## src/rtl/ps2_move_cmd_decoder.sv

```systemverilog
// PS/2 set-2 scancode decoder producing rate-limited movement strobes.
// Ports: clock, resetn, ps2_byte/ps2_valid in; forward/backward/rotateA/rotateD
// one-cycle pulses and keys_held {W,S,A,D} out. Optional macro ARROW_KEYS_EN
// aliases extended arrow codes E0 75/72/6B/74 onto W/S/A/D.
module ps2_move_cmd_decoder #(
    parameter int         STEP_CYCLES = 2500000,
    parameter logic [7:0] KEY_W       = 8'h1D,
    parameter logic [7:0] KEY_S       = 8'h1B,
    parameter logic [7:0] KEY_A       = 8'h1C,
    parameter logic [7:0] KEY_D       = 8'h23
) (
    input  logic       clock,
    input  logic       resetn,
    input  logic [7:0] ps2_byte,
    input  logic       ps2_valid,
    output logic       forward,
    output logic       backward,
    output logic       rotateA,
    output logic       rotateD,
    output logic [3:0] keys_held
);

    localparam logic [7:0] BYTE_BRK = 8'hF0;
    localparam logic [7:0] BYTE_EXT = 8'hE0;
    localparam logic [7:0] BYTE_BAT = 8'hAA;
    localparam int         CW       = $clog2(STEP_CYCLES);
    localparam logic [CW-1:0] CNT_MAX = CW'(STEP_CYCLES - 1);

    typedef enum logic [1:0] {IDLE, BRK, EXT, EXT_BRK} state_t;
    typedef enum logic [1:0] {DIR_NONE, DIR_FWD, DIR_BWD} dir_t;

    state_t        state_q, state_d;
    dir_t          dir_q, dir_d;
    logic [3:0]    held_q, held_d;
    logic [CW-1:0] cnt_q, cnt_d;
    logic [3:0]    std_mask, ext_mask;
    logic          fwd_d, bwd_d, rota_d, rotd_d;

    // One-hot {W,S,A,D} flag selected by a plain scancode
    always_comb begin
        std_mask = 4'b0000;
        unique case (1'b1)
            (ps2_byte == KEY_W): std_mask = 4'b1000;
            (ps2_byte == KEY_S): std_mask = 4'b0100;
            (ps2_byte == KEY_A): std_mask = 4'b0010;
            (ps2_byte == KEY_D): std_mask = 4'b0001;
            default:             std_mask = 4'b0000;
        endcase
    end

`ifdef ARROW_KEYS_EN
    // Arrows share the held flag of their letter key
    always_comb begin
        ext_mask = 4'b0000;
        unique case (1'b1)
            (ps2_byte == 8'h75): ext_mask = 4'b1000;
            (ps2_byte == 8'h72): ext_mask = 4'b0100;
            (ps2_byte == 8'h6B): ext_mask = 4'b0010;
            (ps2_byte == 8'h74): ext_mask = 4'b0001;
            default:             ext_mask = 4'b0000;
        endcase
    end
`else
    assign ext_mask = 4'b0000;
`endif

    // Parser: next state and next held flags
    always_comb begin
        state_d = state_q;
        held_d  = held_q;
        if (ps2_valid) begin
            unique case (state_q)
                IDLE: begin
                    if (ps2_byte == BYTE_BRK)      state_d = BRK;
                    else if (ps2_byte == BYTE_EXT) state_d = EXT;
                    else if (ps2_byte == BYTE_BAT) held_d = 4'b0000;
                    else                           held_d = held_q | std_mask;
                end
                BRK: begin
                    if (ps2_byte == BYTE_EXT) begin
                        state_d = EXT;
                    end else begin
                        held_d  = held_q & ~std_mask;
                        state_d = IDLE;
                    end
                end
                EXT: begin
                    if (ps2_byte == BYTE_BRK) begin
                        state_d = EXT_BRK;
                    end else begin
                        held_d  = held_q | ext_mask;
                        state_d = IDLE;
                    end
                end
                EXT_BRK: begin
                    held_d  = held_q & ~ext_mask;
                    state_d = IDLE;
                end
                default: state_d = IDLE;
            endcase
        end
    end

    // Direction and step-rate pulse generation from the next held flags,
    // so pulses line up with the keys_held update.
    always_comb begin
        dir_d = DIR_NONE;
        if (held_d[3] && !held_d[2])      dir_d = DIR_FWD;
        else if (held_d[2] && !held_d[3]) dir_d = DIR_BWD;

        cnt_d = '0;
        fwd_d = 1'b0;
        bwd_d = 1'b0;
        if (dir_d != DIR_NONE) begin
            if (dir_d != dir_q) begin
                fwd_d = (dir_d == DIR_FWD);
                bwd_d = (dir_d == DIR_BWD);
            end else if (cnt_q == CNT_MAX) begin
                fwd_d = (dir_d == DIR_FWD);
                bwd_d = (dir_d == DIR_BWD);
            end else begin
                cnt_d = cnt_q + 1'b1;
            end
        end

        // Rotation fires only on a fresh press with the other rotate key up
        rota_d = held_d[1] && !held_q[1] && !held_d[0];
        rotd_d = held_d[0] && !held_q[0] && !held_d[1];
    end

    always_ff @(posedge clock or negedge resetn) begin
        if (!resetn) begin
            state_q  <= IDLE;
            dir_q    <= DIR_NONE;
            held_q   <= 4'b0000;
            cnt_q    <= '0;
            forward  <= 1'b0;
            backward <= 1'b0;
            rotateA  <= 1'b0;
            rotateD  <= 1'b0;
        end else begin
            state_q  <= state_d;
            dir_q    <= dir_d;
            held_q   <= held_d;
            cnt_q    <= cnt_d;
            forward  <= fwd_d;
            backward <= bwd_d;
            rotateA  <= rota_d;
            rotateD  <= rotd_d;
        end
    end

    assign keys_held = held_q;

endmodule

```

## config.mk

```make
export PLATFORM = sky130hd
export DESIGN_NAME = ps2_move_cmd_decoder
export DESIGN_NICKNAME = d
export VERILOG_FILES = /design/src/rtl/ps2_move_cmd_decoder.sv
export SDC_FILE = /design/constraint.sdc
export NUM_CORES = 1
export LEC_CHECK = 0
export CORE_ASPECT_RATIO = 1.25
export CORE_MARGIN = 8
export CORE_UTILIZATION = 51
export DETAILED_ROUTE_END_ITERATION = 10
export DONT_BUFFER_PORTS = 1
export PLACE_DENSITY = 0.66
export SYNTH_ARGS = -nofsm -noshare
export SYNTH_HDL_FRONTEND = slang
export SYNTH_SLANG_ARGS = --single-unit
```

## constraint.sdc

```tcl
create_clock -name clock -period 6.8 [get_ports clock]
set_input_delay 0.34 -clock clock [delete_from_list [all_inputs] [get_ports clock]]
set_output_delay 0.34 -clock clock [all_outputs]
set_load 0.03 [all_outputs]
```

==> results_dict.tcl <==
set metrics [dict create \
    pin_count 19 \
    setup_violations 0 \
    rrSetupSlack_ns 3.94 \
    status "finished clean" \
    min_to "state_q[0]" \
    clockRootBuffer "clkbuf_8" \
    drt_iter0_drc 53 \
    cap_viol_max_count 0 \
    insertion_delay_ns 0.29 \
    syn_area_mm2 0.00182 \
    synth_edf_count 0 \
    ys_types 41 \
    crit_type "flip-flop to flip-flop" \
    die_w_um 69.5 \
    holdCritStartpoint "ps2_valid" \
    numCtsBuffers 5 \
    chipHeight_um 82.8 \
    viasPerCell 6.15 \
    finalHoldViolCount 0 \
    use_met1_pct 13.3 \
    grt_max_degree 35 \
    yosysSeqAreaShare_pct 46.7 \
    gp_congestion 0.834 \
    ys_warn_count 0 \
    dp.cells 219 \
    ant_nets 0 \
    path_clk_slew_ns 0.08 \
    cts_htree_levels 2 \
    fin_skew_ns 0.00945 \
    final_nets 205 \
    avgSynthCellArea_um2 9.91 \
    relSlewSlack_pct 46.5 \
    vias 1409 \
    cts_tree "yes" \
    wirelength_um 3600 \
    setup_ws_ns 3.94 \
    dp_hpwl_um 2630 \
    gr-total-overflow 0 \
    core-area_mm2 0.00345 \
    reg2reg_depth 9 \
    die_area_mm2 0.00576 \
    cp_max_fo 22 \
    dp_slack_ns 3.93 \
    diodes 0 \
    grt-busiest-layer "met2" \
    crit_required_ns 7.00 \
    synth-seq-cells 34 \
    min_delay_path_depth 1 \
    fin_crit_sh_pct 42.1 \
    drtPass1Iterations 5 \
    endpoint_kind "flip-flop" \
    drc 0 \
    grtUsageMet3_pct 5.00 \
    start_util_pct 52.8 \
    p_leak_nw 0.783 \
    holdCritPathClass "input port to flip-flop" \
    placementRows 24 \
    tightest_slew_ns 0.796 \
    portBuffers 0 \
    syn-num-nets 200 \
    antenna_found_initial 0 \
    tns_ns 0 \
    ys.flop_type "dfrtp_1" \
    max_freq_mhz 350 \
    cp-start-kind "flip-flop" \
    clockBufferDepth 2 \
    report.final.slew_viol_count 0 \
    cts.sinks 34 \
    drive_gt1_share_pct 11.6 \
    ctsResizeCount 0 \
    power.density_mw_per_mm2 213 \
    synth_cells 184 \
    grt_setup_unrepaired "no" \
    finalCriticalPeriod_ns 2.86 \
    r2r_start "state_q[1]" \
    grtUsageMet2_pct 22.4 \
    post_cts_buffers 0 \
    synthArstFlopShare_pct 100 \
    peakVddDrop_mv 0.144 \
    wl_per_cell_um 15.7 \
    r2r-end "cnt_q[18]" \
    arrival_ns 3.06 \
    grt_usage_pct 12.9 \
    layoutNonFillerInstCount 229 \
    area_growth_pct 9.54 \
    grt_pass1_vias 1435 \
    fin_total_pwr_uw 425 \
    grt_pass1_wl_um 6360 \
]
cell type report:
| cell class | instances | area, um2 |
|---|---|---|
| Clock buffer | 5 | 68.8 |
| Clock inverter | 3 | 45.0 |
| Fill cell | 303 | 1460 |
| Inverter | 8 | 30.0 |
| Multi-Input combinational cell | 138 | 923 |
| Sequential cell | 34 | 851 |
| Tap cell | 39 | 48.8 |
| Timing Repair Buffer | 2 | 30.0 |
registers in the layout (all words and copies together), names as in the netlist:
signal	count
backward	1
cnt_q	22
dir_q	2
forward	1
keys_held	4
rotateA	1
rotateD	1
state_q	2
report_power, final:
part,switching (mW),leakage [nW],internal [mW]
logic,0.0193,0.260,0.0110
clock network,0.0733,0.0504,0.109
registers,0.00664,0.473,0.206
per-layer routing:
layer / wire length, um / vias up / share of wire [%]
met5: 0 / - / 0
met4: 61 / 0 / 1.7
met3: 277 / 9 / 7.7
met2: 1800 / 54 / 50
met1: 1460 / 672 / 41
li1: - / 674 / -
how the worst max path moves through the flow:
stage | from | slack [ns] | to
floorplan | ps2_byte[7] | 4.13 | cnt_q[18]
global placement | ps2_byte[7] | 3.99 | cnt_q[18]
detailed placement | ps2_byte[7] | 3.93 | cnt_q[18]
CTS | state_q[1] | 3.93 | cnt_q[17]
global route | state_q[1] | 3.71 | cnt_q[17]
finish | state_q[1] | 3.94 | cnt_q[18]
cells in the mapped netlist, types with 2 or more instances:
master	number	area share [%]
nand2_1	9	1.9
nand4_1	6	2.1
buf_2	3	0.82
dfrtp_1	34	47
xnor2_1	13	6.2
nor4b_1	3	1.4
nand2b_1	3	1.0
nor4_1	9	3.1
nor2b_1	2	0.69
xor2_1	4	1.9
nor3b_1	2	0.82
a21oi_1	7	1.9
or3_1	5	1.7
ha_1	5	3.4
nor3_1	8	2.2
o21ai_0	6	1.6
inv_1	8	1.6
nor2_1	23	4.7
or4_1	3	1.2
nand4_2	2	1.4
and4_2	3	1.6
mux2_2	2	1.2
nand3_1	6	1.6
cells in the final DEF, fill, tap and decap left out, types with 2 or more instances in the layout:
cell | Yosys | layout
nor3b_1 | 2 | 2
ha_1 | 5 | 5
nor2b_1 | 2 | 2
mux2_2 | 2 | 2
a21oi_1 | 7 | 7
nor2_1 | 23 | 23
dfrtp_1 | 34 | 34
or3_1 | 5 | 5
and4_2 | 3 | 3
xor2_1 | 4 | 4
o21ai_0 | 6 | 6
nand2b_1 | 3 | 3
clkbuf_8 | 0 | 5
or4_1 | 3 | 3
nand4_1 | 6 | 6
nor3_1 | 8 | 8
inv_1 | 8 | 8
nor4b_1 | 3 | 3
nand2_1 | 9 | 9
xnor2_1 | 13 | 13
clkinvlp_4 | 0 | 2
nand4_2 | 2 | 2
nor4_1 | 9 | 9
nand3_1 | 6 | 6
what timing repair did:
| action | in CTS | in global routing |
|---|---|---|
| endpoints found under the setup margin | 0 | 0 |
| endpoints found under the hold margin | 34 | 0 |
| hold buffers | 2 | 0 |
cells by family after synthesis:
family | after synthesis | synth area share, %
fa+ha+maj | 5 | 3.43
simple gates | 94 | 30.7
xor+xnor | 17 | 8.17
flops | 34 | 46.7
compound gates | 20 | 7.14
buf+inv | 12 | 2.68
mux | 2 | 1.24
through the flow:
step / utilization, % / hold slack, ns / area [um2]
global placement: 53.7 / 0.0453 / 1850
global route: 57.8 / 0.140 / 2000
CTS: 57.8 / 0.154 / 2000
detailed placement: 53.7 / 0.0454 / 1850
finish: 57.8 / 0.154 / 2000
floorplan: - / 0.0444 / 1820
critical path, stage by stage, from the launching register on:
cell	delay, ns
dfrtp_1	0.40
nand2b_1	0.27
nor4b_1	0.42
mux2_2	0.39
nor2b_1	0.16
ha_1	0.26
xnor2_1	0.15
nand2_1	0.08
a211o_2	0.44
a21oi_1	0.18
Note: power is estimated with default switching activity, not from simulation.
